--- src/rtl/io_inbuf_arbiter.sv ---
// Round-robin arbiter sharing the UART input buffer pop port among NREQ byte consumers.
// One byte per grant with a registered grant pulse; flush drains the buffer without delivery.
module io_inbuf_arbiter #(
  parameter int NREQ = 2
) (
  input  logic            clk,
  input  logic            rst,
  input  logic [NREQ-1:0] req,
  output logic [NREQ-1:0] gnt,
  output logic [7:0]      rdata,
  input  logic            flush,
  output logic            busy,
  output logic [15:0]     pop_count,
  input  logic [7:0]      buf_data,
  input  logic            buf_empty,
  output logic            buf_pop
);

  localparam int LW = (NREQ > 1) ? $clog2(NREQ) : 1;

  typedef enum logic [1:0] {IDLE, SETTLE, FLUSH} state_e;

  state_e          state_q, state_d;
  logic [NREQ-1:0] gnt_q, gnt_d;
  logic [7:0]      rdata_q, rdata_d;
  logic            buf_pop_q, buf_pop_d;
  logic            busy_q, busy_d;
  logic [15:0]     pop_count_q, pop_count_d;
  logic [LW-1:0]   last_q, last_d;

  logic [LW-1:0]   win;
  logic            win_vld;
  logic [LW:0]     scan_idx;

  // Scan from farthest to nearest so the first requester after last overrides.
  always_comb begin
    win      = '0;
    win_vld  = 1'b0;
    scan_idx = '0;
    for (int k = NREQ; k >= 1; k--) begin
      scan_idx = {1'b0, last_q} + (LW+1)'(k);
      if (scan_idx >= (LW+1)'(NREQ)) scan_idx = scan_idx - (LW+1)'(NREQ);
      if (req[scan_idx[LW-1:0]]) begin
        win     = scan_idx[LW-1:0];
        win_vld = 1'b1;
      end
    end
  end

  always_comb begin
    state_d     = state_q;
    gnt_d       = '0;
    rdata_d     = rdata_q;
    buf_pop_d   = 1'b0;
    pop_count_d = pop_count_q;
    last_d      = last_q;
    case (state_q)
      IDLE: begin
        if (flush) begin
          state_d = FLUSH;
        end else if (win_vld && !buf_empty) begin
          gnt_d[win]  = 1'b1;
          rdata_d     = buf_data;
          buf_pop_d   = 1'b1;
          pop_count_d = pop_count_q + 16'd1;
          last_d      = win;
          state_d     = SETTLE;
        end
      end
      SETTLE: state_d = IDLE;
      FLUSH: begin
        // Pop only on alternate cycles so buf_empty reflects the previous pop.
        if (!buf_pop_q) begin
          if (!buf_empty) begin
            buf_pop_d   = 1'b1;
            pop_count_d = pop_count_q + 16'd1;
          end else begin
            state_d = IDLE;
          end
        end
      end
      default: state_d = IDLE;
    endcase
    busy_d = (state_d != IDLE);
  end

  always_ff @(posedge clk or posedge rst) begin
    if (rst) begin
      state_q     <= IDLE;
      gnt_q       <= '0;
      rdata_q     <= '0;
      buf_pop_q   <= 1'b0;
      busy_q      <= 1'b0;
      pop_count_q <= '0;
      last_q      <= LW'(NREQ - 1);
    end else begin
      state_q     <= state_d;
      gnt_q       <= gnt_d;
      rdata_q     <= rdata_d;
      buf_pop_q   <= buf_pop_d;
      busy_q      <= busy_d;
      pop_count_q <= pop_count_d;
      last_q      <= last_d;
    end
  end

  assign gnt       = gnt_q;
  assign rdata     = rdata_q;
  assign buf_pop   = buf_pop_q;
  assign busy      = busy_q;
  assign pop_count = pop_count_q;

endmodule

--- config.mk ---
export PLATFORM = sky130hd
export DESIGN_NAME = io_inbuf_arbiter
export DESIGN_NICKNAME = d
export VERILOG_FILES = /design/src/rtl/io_inbuf_arbiter.sv
export SDC_FILE = /design/constraint.sdc
export NUM_CORES = 1
export LEC_CHECK = 0
export CORE_MARGIN = 1
export CORE_UTILIZATION = 39
export DETAILED_ROUTE_END_ITERATION = 8
export GPL_ROUTABILITY_DRIVEN = 0
export PLACE_DENSITY = 0.73
export SETUP_SLACK_MARGIN = 0.5
export SKIP_LAST_GASP = 1
export SYNTH_ARGS = -nofsm -noshare
export SYNTH_HDL_FRONTEND = slang
export SYNTH_SLANG_ARGS = --single-unit
export TNS_END_PERCENT = 20
--- constraint.sdc ---
create_clock -name clk -period 3.6 [get_ports clk]
set_input_delay 0.72 -clock clk [delete_from_list [all_inputs] [get_ports clk]]
set_output_delay 0.72 -clock clk [all_outputs]
set_load 0.01 [all_outputs]
# Word level (Yosys, flattened, before mapping)
# Cells that the tools add are included.
# W data, S select, Z words.
[op_classes] reduce_logical=8 bitwise_logic=1 order_cmp=6 n_addsub=5 eq_ne=5 n_mux=30
[op_table] cell="$mux W16" count=4
[op_table] cell="$pmux W16 S2" count=1
[op_table] cell="$add A16 B1 Y16 const B" count=1
[op_table] cell="$mux W1" count=15
[op_table] cell="$mux W2" count=7
[op_table] cell="$ne A2 B2 Y1 const B" count=4
[op_table] cell="$lt A1 B2 Y1 const B" count=3
[op_table] cell="$reduce_and A5 Y1" count=1
[op_table] cell="$ge A2 B2 Y1 const B" count=2
[op_table] cell="$pmux W2 S2" count=1
[op_table] cell="$reduce_bool A2 Y1" count=2
[op_table] cell="$reduce_and A3 Y1" count=1
[op_table] cell="$add A1 B1 Y2 const B" count=1
[op_table] cell="$add A1 B2 Y2 const B" count=1
[op_table] cell="$eq A2 B2 Y1 const B" count=1
[op_table] cell="$logic_and A1 B1 Y1" count=2
[op_table] cell="$logic_not A2 Y1" count=1
[op_table] cell="$pmux W1 S2" count=1
[op_table] cell="$sub A1 B1 Y1 const B" count=2
[op_table] cell="$demux W1 S1" count=1
[op_table] cell="$ge A1 B1 Y1 const B" count=1
[op_table] cell="$logic_not A1 Y1" count=1
[op_table] cell="$not A1 Y1" count=1
[totals] wordCells=62 input_bits=14 regBits=31

# Depth between registers and ports, before layout
# Gate-level depths: netlist (run 1).
[logic_depth] depth_word=14 ltp_mapped=6 mapped_depth_nobuf=5

# Worst setup path before layout (run 1)
# OpenSTA, ideal clock, no wires.
[synth_timing] path_type="input -> register" startpoint="input buf_empty" endpoint="register pop_count_q[1], in the netlist pop_count[1]" setup_ns=0.125 path_buffers=0 path_stages=3 t_arrival_ns=1.803 slack_ns=1.672 path_cell_list="or4_4 > o22ai_2 > mux2_2"
[synth_via] elab_chain_cells=4 elab_cells_between_ends=5 cone_classes="eq/ne (2); reduce/logical (3)"
[synth_lines] element="from (decl)" line="15" rtl="input logic buf_empty,"
[synth_lines] element="$logic_not A1 Y1"
[synth_lines] element="$logic_and A1 B1 Y1" line="61" rtl="end else if (win_vld && !buf_empty) begin"
[synth_lines] element="$ne A2 B2 Y1 (no source line)"
[synth_lines] element="$reduce_and A5 Y1 (no source line) *"
[synth_lines] element="to (signal assigned)" line="102" rtl="pop_count_q <= pop_count_d;"
[synth_lines] element="to (decl)" line="28" rtl="logic [15:0] pop_count_q, pop_count_d;"
# Every way passes the cells marked *; elsewhere a longest branch is shown, timed or not.
# A chain may end at the register's enable or synchronous reset.

# Worst setup path after layout (run 1)
[layout_timing] startpoint="input buf_empty" endpoint="register last_q"
[layout_via] elab_chain_cells=3
[layout_lines] element="$logic_not A1 Y1"
[layout_lines] element="$logic_and A1 B1 Y1" line="61"
[layout_lines] element="$reduce_and A3 Y1 (no source line)"
[layout_lines] element="to (signal assigned)" line="95" rtl="last_q <= LW'(NREQ - 1);"
[layout_lines] element="to (signal assigned)" line="103" rtl="last_q <= last_d;"
[layout_lines] element="to (decl)" line="29" rtl="logic [LW-1:0] last_q, last_d;"
# No other way between the ends.

==> results of run 1 <==
==> placed cells by master, fill, tap and decap left out, types with 5 or more instances in the layout <==
master           instances
clkbuf_4                 5
nor3_1                   5
dfrtp_1                 30
xnor2_1                  7
clkdlybuf4s50_1         41
nand2_1                 28
nand3_1                  6
xor2_1                   8
nor2_1                   6
nand4_1                  5
==> how the worst max path moves through the flow <==
stage | start | end | slack, ps | cells after the start
3_5_place_dp | buf_empty | last_q | 1090 | 6
3_3_place_gp | buf_empty | pop_count[1] | 1130 | 4
2_1_floorplan | buf_empty | pop_count[1] | 1670 | 3
5_1_grt | req[0] | pop_count[6] | 1280 | 5
6_report | buf_empty | last_q | 1430 | 6
4_1_cts | buf_empty | last_q | 1440 | 6
==> where the power goes <==
| part | leakage (nW) | switching, mW | internal (mW) | total [mW] |
|---|---|---|---|---|
| combinational | 0.413 | 0.184 | 0.233 | 0.417 |
| clock | 0.0282 | 0.115 | 0.0751 | 0.190 |
| sequential | 0.400 | 0.0841 | 0.448 | 0.532 |
| total | 0.842 | 0.383 | 0.756 | 1.14 |
==> through the flow <==
stage | hold slack (ps) | setup slack (ps) | power [mW]
2_1_floorplan | 450 | 1670 | 0.730
3_3_place_gp | 458 | 1130 | 0.956
3_5_place_dp | 465 | 1090 | 0.958
4_1_cts | 479 | 1440 | 1.15
5_1_grt | 489 | 1280 | 1.22
6_report | 480 | 1430 | 1.14
==> logic make-up after synthesis <==
kind of cell / count (synthesis) / share of synthesized area, %
AOI/OAI and AO/OA: 6 / 3.74
xor gates and xnor gates: 15 / 9.82
adders and majority gates: 1 / 0.935
buffers and inverters: 5 / 2.52
DFF: 31 / 58.1
muxes: 1 / 0.842
and+or+nand+nor: 63 / 24.0
==> final cells by class <==
cell class	instances	share of cell area, %
multi-input cells	86	28.7
repair buffers	42	22.7
inverters	2	0.408
clock inverters	2	0.681
clock buffers	6	2.25
flip-flops and latches	31	42.3
well taps	44	3.00
==> registers in the layout, summed over array words and instances (netlist names) <==
name	cells
busy	1
pop_count	16
buf_pop	1
last_q	1
state_q	2
rdata	8
gnt	2
==> layer usage <==
metal	wire length (um)	track usage [%]	vias up
li1	-	-	507
met1	1150	19.6	472
met2	1290	23.9	16
met3	80	5.97	5
met4	57	7.79	0
met5	0	0	-
==> impl_metrics.json, run 1 <==
{
  "register_area_um2": 777,
  "slew_headroom_pct": 49.4,
  "final_util_pct": 58.3,
  "insertion_delay_ps": 330,
  "crit_chain": "clkdlybuf4s50_1 > or4_4 > or2_4 > inv_2 > and2_2 > a21o_1",
  "min_to": "pop_count[15]",
  "nets": 183,
  "grt_pass1_wl_um": 4090,
  "yosysMostFrequentCell": "dfrtp_1",
  "cp_max_fo": 11,
  "ys_top_cells_by_count": "30 x dfrtp_1, 28 x nand2_1, 8 x xor2_1",
  "top_level_ports": 42,
  "finalCritPeriodShare_pct": 60.3,
  "hold_path_startpoint": "pop_count[15]",
  "fmax_ghz": 0.461,
  "required_ps": 3880,
  "reg2reg_to": "last_q",
  "num-fill-cells": 284,
  "synthArstFlopShare_pct": 100,
  "clkTransAtPathRegs_ps": 90,
  "drtAntennaViolNets": 0,
  "first_iter_violations": 13,
  "drtPass1Iterations": 4,
  "grt_pass1_vias": 913,
  "hold_viol": 0,
  "numCtsBuffers": 5,
  "h-tree-depth": 2,
  "synth_seq_cells": 31,
  "rows": 20,
  "hold_path.class": "flip-flop to flip-flop",
  "via_per_inst": 4.69,
  "diodes": 0,
  "die_area_mm2": 0.00367,
  "synth_edf_count": 0,
  "netlist_area_mm2": 0.00134,
  "cp_top_family": "simple AND/OR/NAND/NOR gates",
  "cp-start-kind": "input pin",
  "status": "finished, final reports clean",
  "peakVddDrop_mv": 0.294,
  "cpMaxStageDelayCell": "or4_4",
  "fin_cells": 213,
  "cts_buffer_depth": 2,
  "cts_resized": 0,
  "vias": 1000,
  "setup_violations": 0,
  "fin_area_mm2": 0.00184,
  "initial_core_util_pct": 42.4,
  "synth_top_area_share_pct": 56.1,
  "critPathCaptureType": "flip-flop",
  "cts.sinks": 31,
  "arrival_ps": 2450,
  "wl_um": 2570,
  "reg2reg_slack_ps": 1900,
  "place_hpwl_um": 1960,
  "place_inst": 205,
  "yosysSeqAreaShare_pct": 58.1,
  "numPortBuffers": 41,
  "drive_gt1_share_pct": 11.2,
  "cellPowerDensity_mw_per_mm2": 620,
  "path_buf_inv": 2,
  "synth_cell_types": 31,
  "multi_input_area_um2": 527,
  "r2r_start": "state_q[1]",
  "worst_r2r_path_depth": 5,
  "grt_usage_pct": 15.7,
  "drc_errors": 0,
  "dieHeight_um": 60.6,
  "synth_top_flop_cell": "dfrtp_1",
  "post_cts_buffers": 0,
  "synth.area.top_cells": "dfrtp_1 56%, nand2_1 7.9%, xor2_1 5.2%",
  "critPathKind": "input pin to flip-flop",
  "critPathMaxStageDelay_ps": 560,
  "syn_area_per_cell_um2": 11.0,
  "min_period_ps": 2170,
  "die_w_um": 60.6,
  "min_delay_path_depth": 1,
  "cts_tree": "done",
  "overflow": 0,
  "skew_ps": 5.86,
  "synth_nets": 137,
  "rsz0062_at_grt": "no",
  "clockRootBuffer": "clkbuf_4",
  "slew_violations": 0,
  "synth_top_cell_by_area": "dfrtp_1",
  "coreArea_mm2": 0.00315,
  "dpl-instance-area_mm2": 0.00178,
  "cts_hold_buf": 0,
  "grt_antenna_before_repair": 0,
  "cap_violations": 0,
  "worstMarginPinSlew_ps": 753,
  "yosysWarnings": 0,
  "grt_max_degree": 32,
  "areaGrowthSynthToFinish_pct": 37.4,
  "synthCells": 122,
  "tns_ps": 0,
  "wl_per_cell_um": 12.1,
  "p_leak_nw": 0.842
}
No activity file was read; power rests on OpenSTA's default activity.
==> run 2, diff against run 1 <==
Clock period 3.6 ns to 2.07 ns, I/O delays scaled along.
==> run 2 against run 1 <==
Count of clock-buffer cells in the layout stayed put; cell area is 11% higher; register-to-register slack worse by 1400 ps; worst setup slack worse by 1000 ps; critical endpoint is now rdata[4]; largest cell class unchanged.
==> impl_metrics.json, run 2 (synthesized netlist as in run 1, its figures left out) <==
{
  "worstMarginPinSlew_ps": 388,
  "initial_core_util_pct": 42.4,
  "insertion_delay_ps": 330,
  "cellPowerDensity_mw_per_mm2": 1050,
  "rsz0062_at_grt": "yes",
  "grt_pass1_vias": 1133,
  "min_period_ps": 1660,
  "vias": 1150,
  "slew_violations": 0,
  "top_level_ports": 42,
  "place_hpwl_um": 2120,
  "p_total_mw": 2.15,
  "skew_ps": 6.97,
  "p_leak_nw": 1.12,
  "dieHeight_um": 60.6,
  "required_ps": 1660,
  "critPathCaptureType": "output pin",
  "grt_max_degree": 32,
  "critical_path_depth": 1,
  "wl_per_cell_um": 13.0,
  "grt_usage_pct": 19.1,
  "critPathKind": "flip-flop to output pin",
  "worst_r2r_path_depth": 5,
  "nets": 206,
  "hold_path.class": "input pin to asynchronous set/reset pin",
  "fmax_ghz": 0.601,
  "wl_um": 3080,
  "grt_antenna_before_repair": 0,
  "critPathMaxStageDelay_ps": 540,
  "hold_viol": 0,
  "h-tree-depth": 2,
  "cp-start-kind": "flip-flop",
  "clkTransAtPathRegs_ps": 100,
  "drtAntennaViolNets": 0,
  "final_cell_mix": "28 x nand2_1, 28 x dfrtp_1, 23 x clkdlybuf4s50_1, 22 x buf_4, 10 x dlygate4sd2_1",
  "arrival_ps": 1250,
  "setup_ws_ps": 407,
  "slew_headroom_pct": 74.1,
  "grt_pass1_wl_um": 4890,
  "areaGrowthSynthToFinish_pct": 53.0,
  "die_area_mm2": 0.00367,
  "finalCritPeriodShare_pct": 80.3,
  "coreArea_mm2": 0.00315,
  "status": "finished, final reports clean",
  "hold_ws_ps": 447,
  "first_iter_violations": 24,
  "numPortBuffers": 41,
  "via_per_inst": 4.87,
  "rows": 20,
  "cts_buffer_depth": 2,
  "dpl-instance-area_mm2": 0.00186,
  "path_buf_inv": 1,
  "dp_worst_setup_slack_ps": -49.7,
  "fin_area_mm2": 0.00205,
  "cts_hold_buf": 0,
  "largest_reg_flops": 16,
  "peakVddDrop_mv": 0.674,
  "cts.sinks": 31,
  "cap_violations": 0,
  "drive_gt1_share_pct": 22.9,
  "final_util_pct": 64.9,
  "cts_tree": "done",
  "cpMaxStageDelayCell": "clkdlybuf4s50_1",
  "cp_top_family": "buffers and inverters",
  "overflow": 0,
  "die_w_um": 60.6,
  "drc_errors": 0,
  "crit_chain": "clkdlybuf4s50_1",
  "numCtsBuffers": 5,
  "diodes": 0,
  "setup_violations": 0,
  "cp_max_fo": 2,
  "drtPass1Iterations": 4,
  "clockRootBuffer": "clkbuf_4"
}
run 2: cell types whose count changed in the layout (fill, tap and decap cells not counted), sizes merged:
cell / change
buf: +23
clkdlybuf4s50: -18
dlygate4sd2: +10
dlymetal6s2s: +8
run 2: per-stage QoR:
stage                     cells  setup TNS [ps]
after detailed placement    213            -358
after floorplan             122               0
after CTS                   236               0
final                       236               0
after global placement      213            -140
after global routing        236               0
run 2: path summary, 6_finish.rpt:
| check | start | to | slack [ps] |
|---|---|---|---|
| max | rdata[4] | rdata[4] | 410 |
| min | rst | rdata[0] | 450 |
| max reg2reg | state_q[0] | rdata[1] | 470 |
| min reg2reg | pop_count[15] | pop_count[15] | 480 |
| max in group asynchronous | rst | last_q | 1300 |
| min in group clk | pop_count[15] | pop_count[15] | 480 |
run 2: repair_timing:
item | 4_1_cts | 5_1_grt
pin swaps | 1 | 0
resized for setup | 14 | 8
setup buffers | 15 | 0
endpoints found under the setup margin | 47 | 44
run 2: worst register-to-register path, delay by kind of cell, from the launching register on:
family / cells / cell delay [ps]
simple gates: 4 / 950
flops: 1 / 400
buf+inv: 1 / 140
run 2: metal layers:
metal | up-vias | part of all wire, % | track usage (%)
li1 | 550 | - | -
met1 | 559 | 42 | 20.9
met5 | - | 0 | 0
met3 | 4 | 5.7 | 7.25
met4 | 0 | 1.2 | 7.47
met2 | 37 | 51 | 33.6
run 2: power breakdown:
group,total [mW],internal [mW],switching (mW)
combinational,0.939,0.515,0.423
clock,0.339,0.131,0.208
sequential,0.876,0.782,0.0933
total,2.15,1.43,0.725
run 2: final cells by class:
class	instances	area [um^2]
inverter	2	10.0
fill	289	1110
tap	44	55.1
sequential	31	779
timing repair buffer	65	614
clock inverter	2	12.5
multi-input combinational	86	534
clock buffer	6	41.3
==> run 3, diff against run 2 <==
Settings changed: PLACE_DENSITY 0.73 to 0.76.
Clock period 2.07 ns to 1.4 ns, I/O delays scaled along.
==> run 3 against run 2 <==
The flow now finishes with violations (negative setup slack); first-iteration DRC count grew 17%; non-clock buffer count is 11 higher; register-to-register slack worse by 660 ps; worst setup slack got worse by 600 ps; clock power up 34%; largest power group unchanged.
==> impl_metrics.json, run 3 (synthesized netlist as in run 1, its figures left out) <==
{
  "status": "finished, violations left",
  "violations": "negative setup slack",
  "worstMarginPinSlew_ps": 263,
  "fin_area_mm2": 0.00213,
  "switchingPower_mw": 1.10,
  "wl_um": 3170,
  "rows": 20,
  "min_period_ps": 1590,
  "cpMaxStageDelayCell": "dfrtp_1",
  "numPortBuffers": 41,
  "slew_violations": 0,
  "grt_usage_pct": 19.8,
  "power.internal_mw": 2.17,
  "dieHeight_um": 60.6,
  "initial_core_util_pct": 42.4,
  "slew_headroom_pct": 82.3,
  "via_per_inst": 4.84,
  "overflow": 0,
  "num-fill-cells": 258,
  "largest_reg_flops": 16,
  "layout_commonest_cell": "dfrtp_1",
  "die_area_mm2": 0.00367,
  "place_hpwl_um": 2260,
  "top_level_ports": 42,
  "coreArea_mm2": 0.00315,
  "clkTransAtPathRegs_ps": 80,
  "fmax_ghz": 0.628,
  "drtPass1Iterations": 4,
  "critPathCaptureType": "flip-flop",
  "hold_path.class": "input pin to asynchronous set/reset pin",
  "critPathMaxStageDelay_ps": 400,
  "peakVddDrop_mv": 0.834,
  "cap_violations": 0,
  "p_leak_nw": 1.08,
  "place_inst": 225,
  "critPathKind": "flip-flop to flip-flop",
  "vias": 1186,
  "fin_cells": 245,
  "cts_buffer_depth": 2,
  "cts.sinks": 31,
  "met3_usage_pct": 9.81,
  "clkPwrFrac_pct": 13.9,
  "grt_pass1_wl_um": 5030,
  "gr-usage-met1_pct": 20.4,
  "cts_hold_buf": 0,
  "first_iter_violations": 28,
  "h-tree-depth": 2,
  "rsz0062_at_grt": "yes",
  "areaGrowthSynthToFinish_pct": 59.6,
  "pwr-share-comb_pct": 45.8,
  "clockRootBuffer": "clkbuf_4",
  "wl_per_cell_um": 12.9,
  "dp_worst_setup_slack_ps": -557,
  "crit_chain": "buf_4 > o31a_1 > buf_6 > nor3_1 > xor2_1",
  "grt_antenna_before_repair": 0,
  "numCtsBuffers": 5,
  "hold_ws_ps": 283,
  "insertion_delay_ps": 330,
  "grtUsageMet2_pct": 32.3,
  "hold_viol": 0,
  "grt_pass1_vias": 1178,
  "setup_violations": 44,
  "grt_max_degree": 32,
  "die_w_um": 60.6,
  "arrival_ps": 1840,
  "setup_ws_ps": -191,
  "cp-start-kind": "flip-flop",
  "worst_r2r_path_depth": 5,
  "required_ps": 1650,
  "final_cell_mix": "30 x dfrtp_1, 29 x buf_4, 27 x clkdlybuf4s50_1, 18 x nand2_1, 10 x nand2_2",
  "finalCritPeriodShare_pct": 114,
  "drc_errors": 0,
  "switching_share_pct": 33.7,
  "skew_ps": 4.72,
  "dpl-instance-area_mm2": 0.00197,
  "diodes": 0,
  "drtAntennaViolNets": 0,
  "cts_tree": "done",
  "nets": 217,
  "final_util_pct": 67.7,
  "drive_gt1_share_pct": 36.8,
  "grt.busiest_layer": "met2",
  "cellPowerDensity_mw_per_mm2": 1530,
  "cp_max_fo": 5,
  "seqPwrFrac_pct": 40.4
}
run 3: cell count changes in the layout (fill, tap and decap cells not counted), sizes merged:
cell	change
clkbuf	+6
clkinvlp	-1
buf	+15
dlygate4sd2	-8
clkdlybuf4s50	+4
dlymetal6s2s	-6
clkinv	-1
run 3: per-layer routing:
metal,part of all wire [%],vias to the layer above
met5,0,-
met4,2.3,0
met3,8.1,8
met2,52,43
met1,38,565
li1,-,570
run 3: area by class of cell:
class                           instances  area [um^2]  share of cell area [%]
Clock buffer                            6         41.3                    1.93
Timing Repair Buffer                   76          672                    31.5
Inverter                                2         10.0                   0.469
Tap cell                               44         55.1                    2.58
Multi-Input combinational cell         86          579                    27.1
Sequential cell                        31          777                    36.4
run 3: power groups by stage:
stage	Combinational, mW	Sequential (mW)	Clock (mW)
floorplan	0.433	1.45	0
global placement	1.29	1.35	0
detailed placement	1.33	1.36	0
CTS	1.45	1.33	0.478
global route	1.63	1.34	0.512
finish	1.50	1.32	0.453
run 3: what timing repair did:
action | 4_1_cts | 5_1_grt
pin swaps | 15 | 3
endpoints found under the setup margin | 58 | 59
setup buffers | 8 | 6
gates resized for setup | 32 | 21
cloned | 0 | 0
run 3: path summary, 6_finish.rpt:
kind | start | end | slack [ps]
worst min register to register | rdata[0] | rdata[0] | 490
min in group clk | rdata[0] | rdata[0] | 490
worst max register to register | state_q[1] | pop_count[7] | -190
worst max-delay path | state_q[1] | pop_count[7] | -190
worst min-delay path | rst | pop_count[5] | 280
max in group asynchronous | rst | last_q | 880
run 3: through the flow:
stage | power, mW | TNS [ps]
after CTS | 3.26 | -5890
after floorplan | 1.89 | -1140
after detailed placement | 2.69 | -13460
after global placement | 2.64 | -12290
final | 3.27 | -4270
after global routing | 3.49 | -6780
run 3: critical path: cells and delay by family (launching register included):
family                    cells  cell delay, ps
AOI/OAI and AO/OA             1             340
xor gates and xnor gates      1             200
buffers and inverters         2             300
DFF                           1             400
and+or+nand+nor               1             260
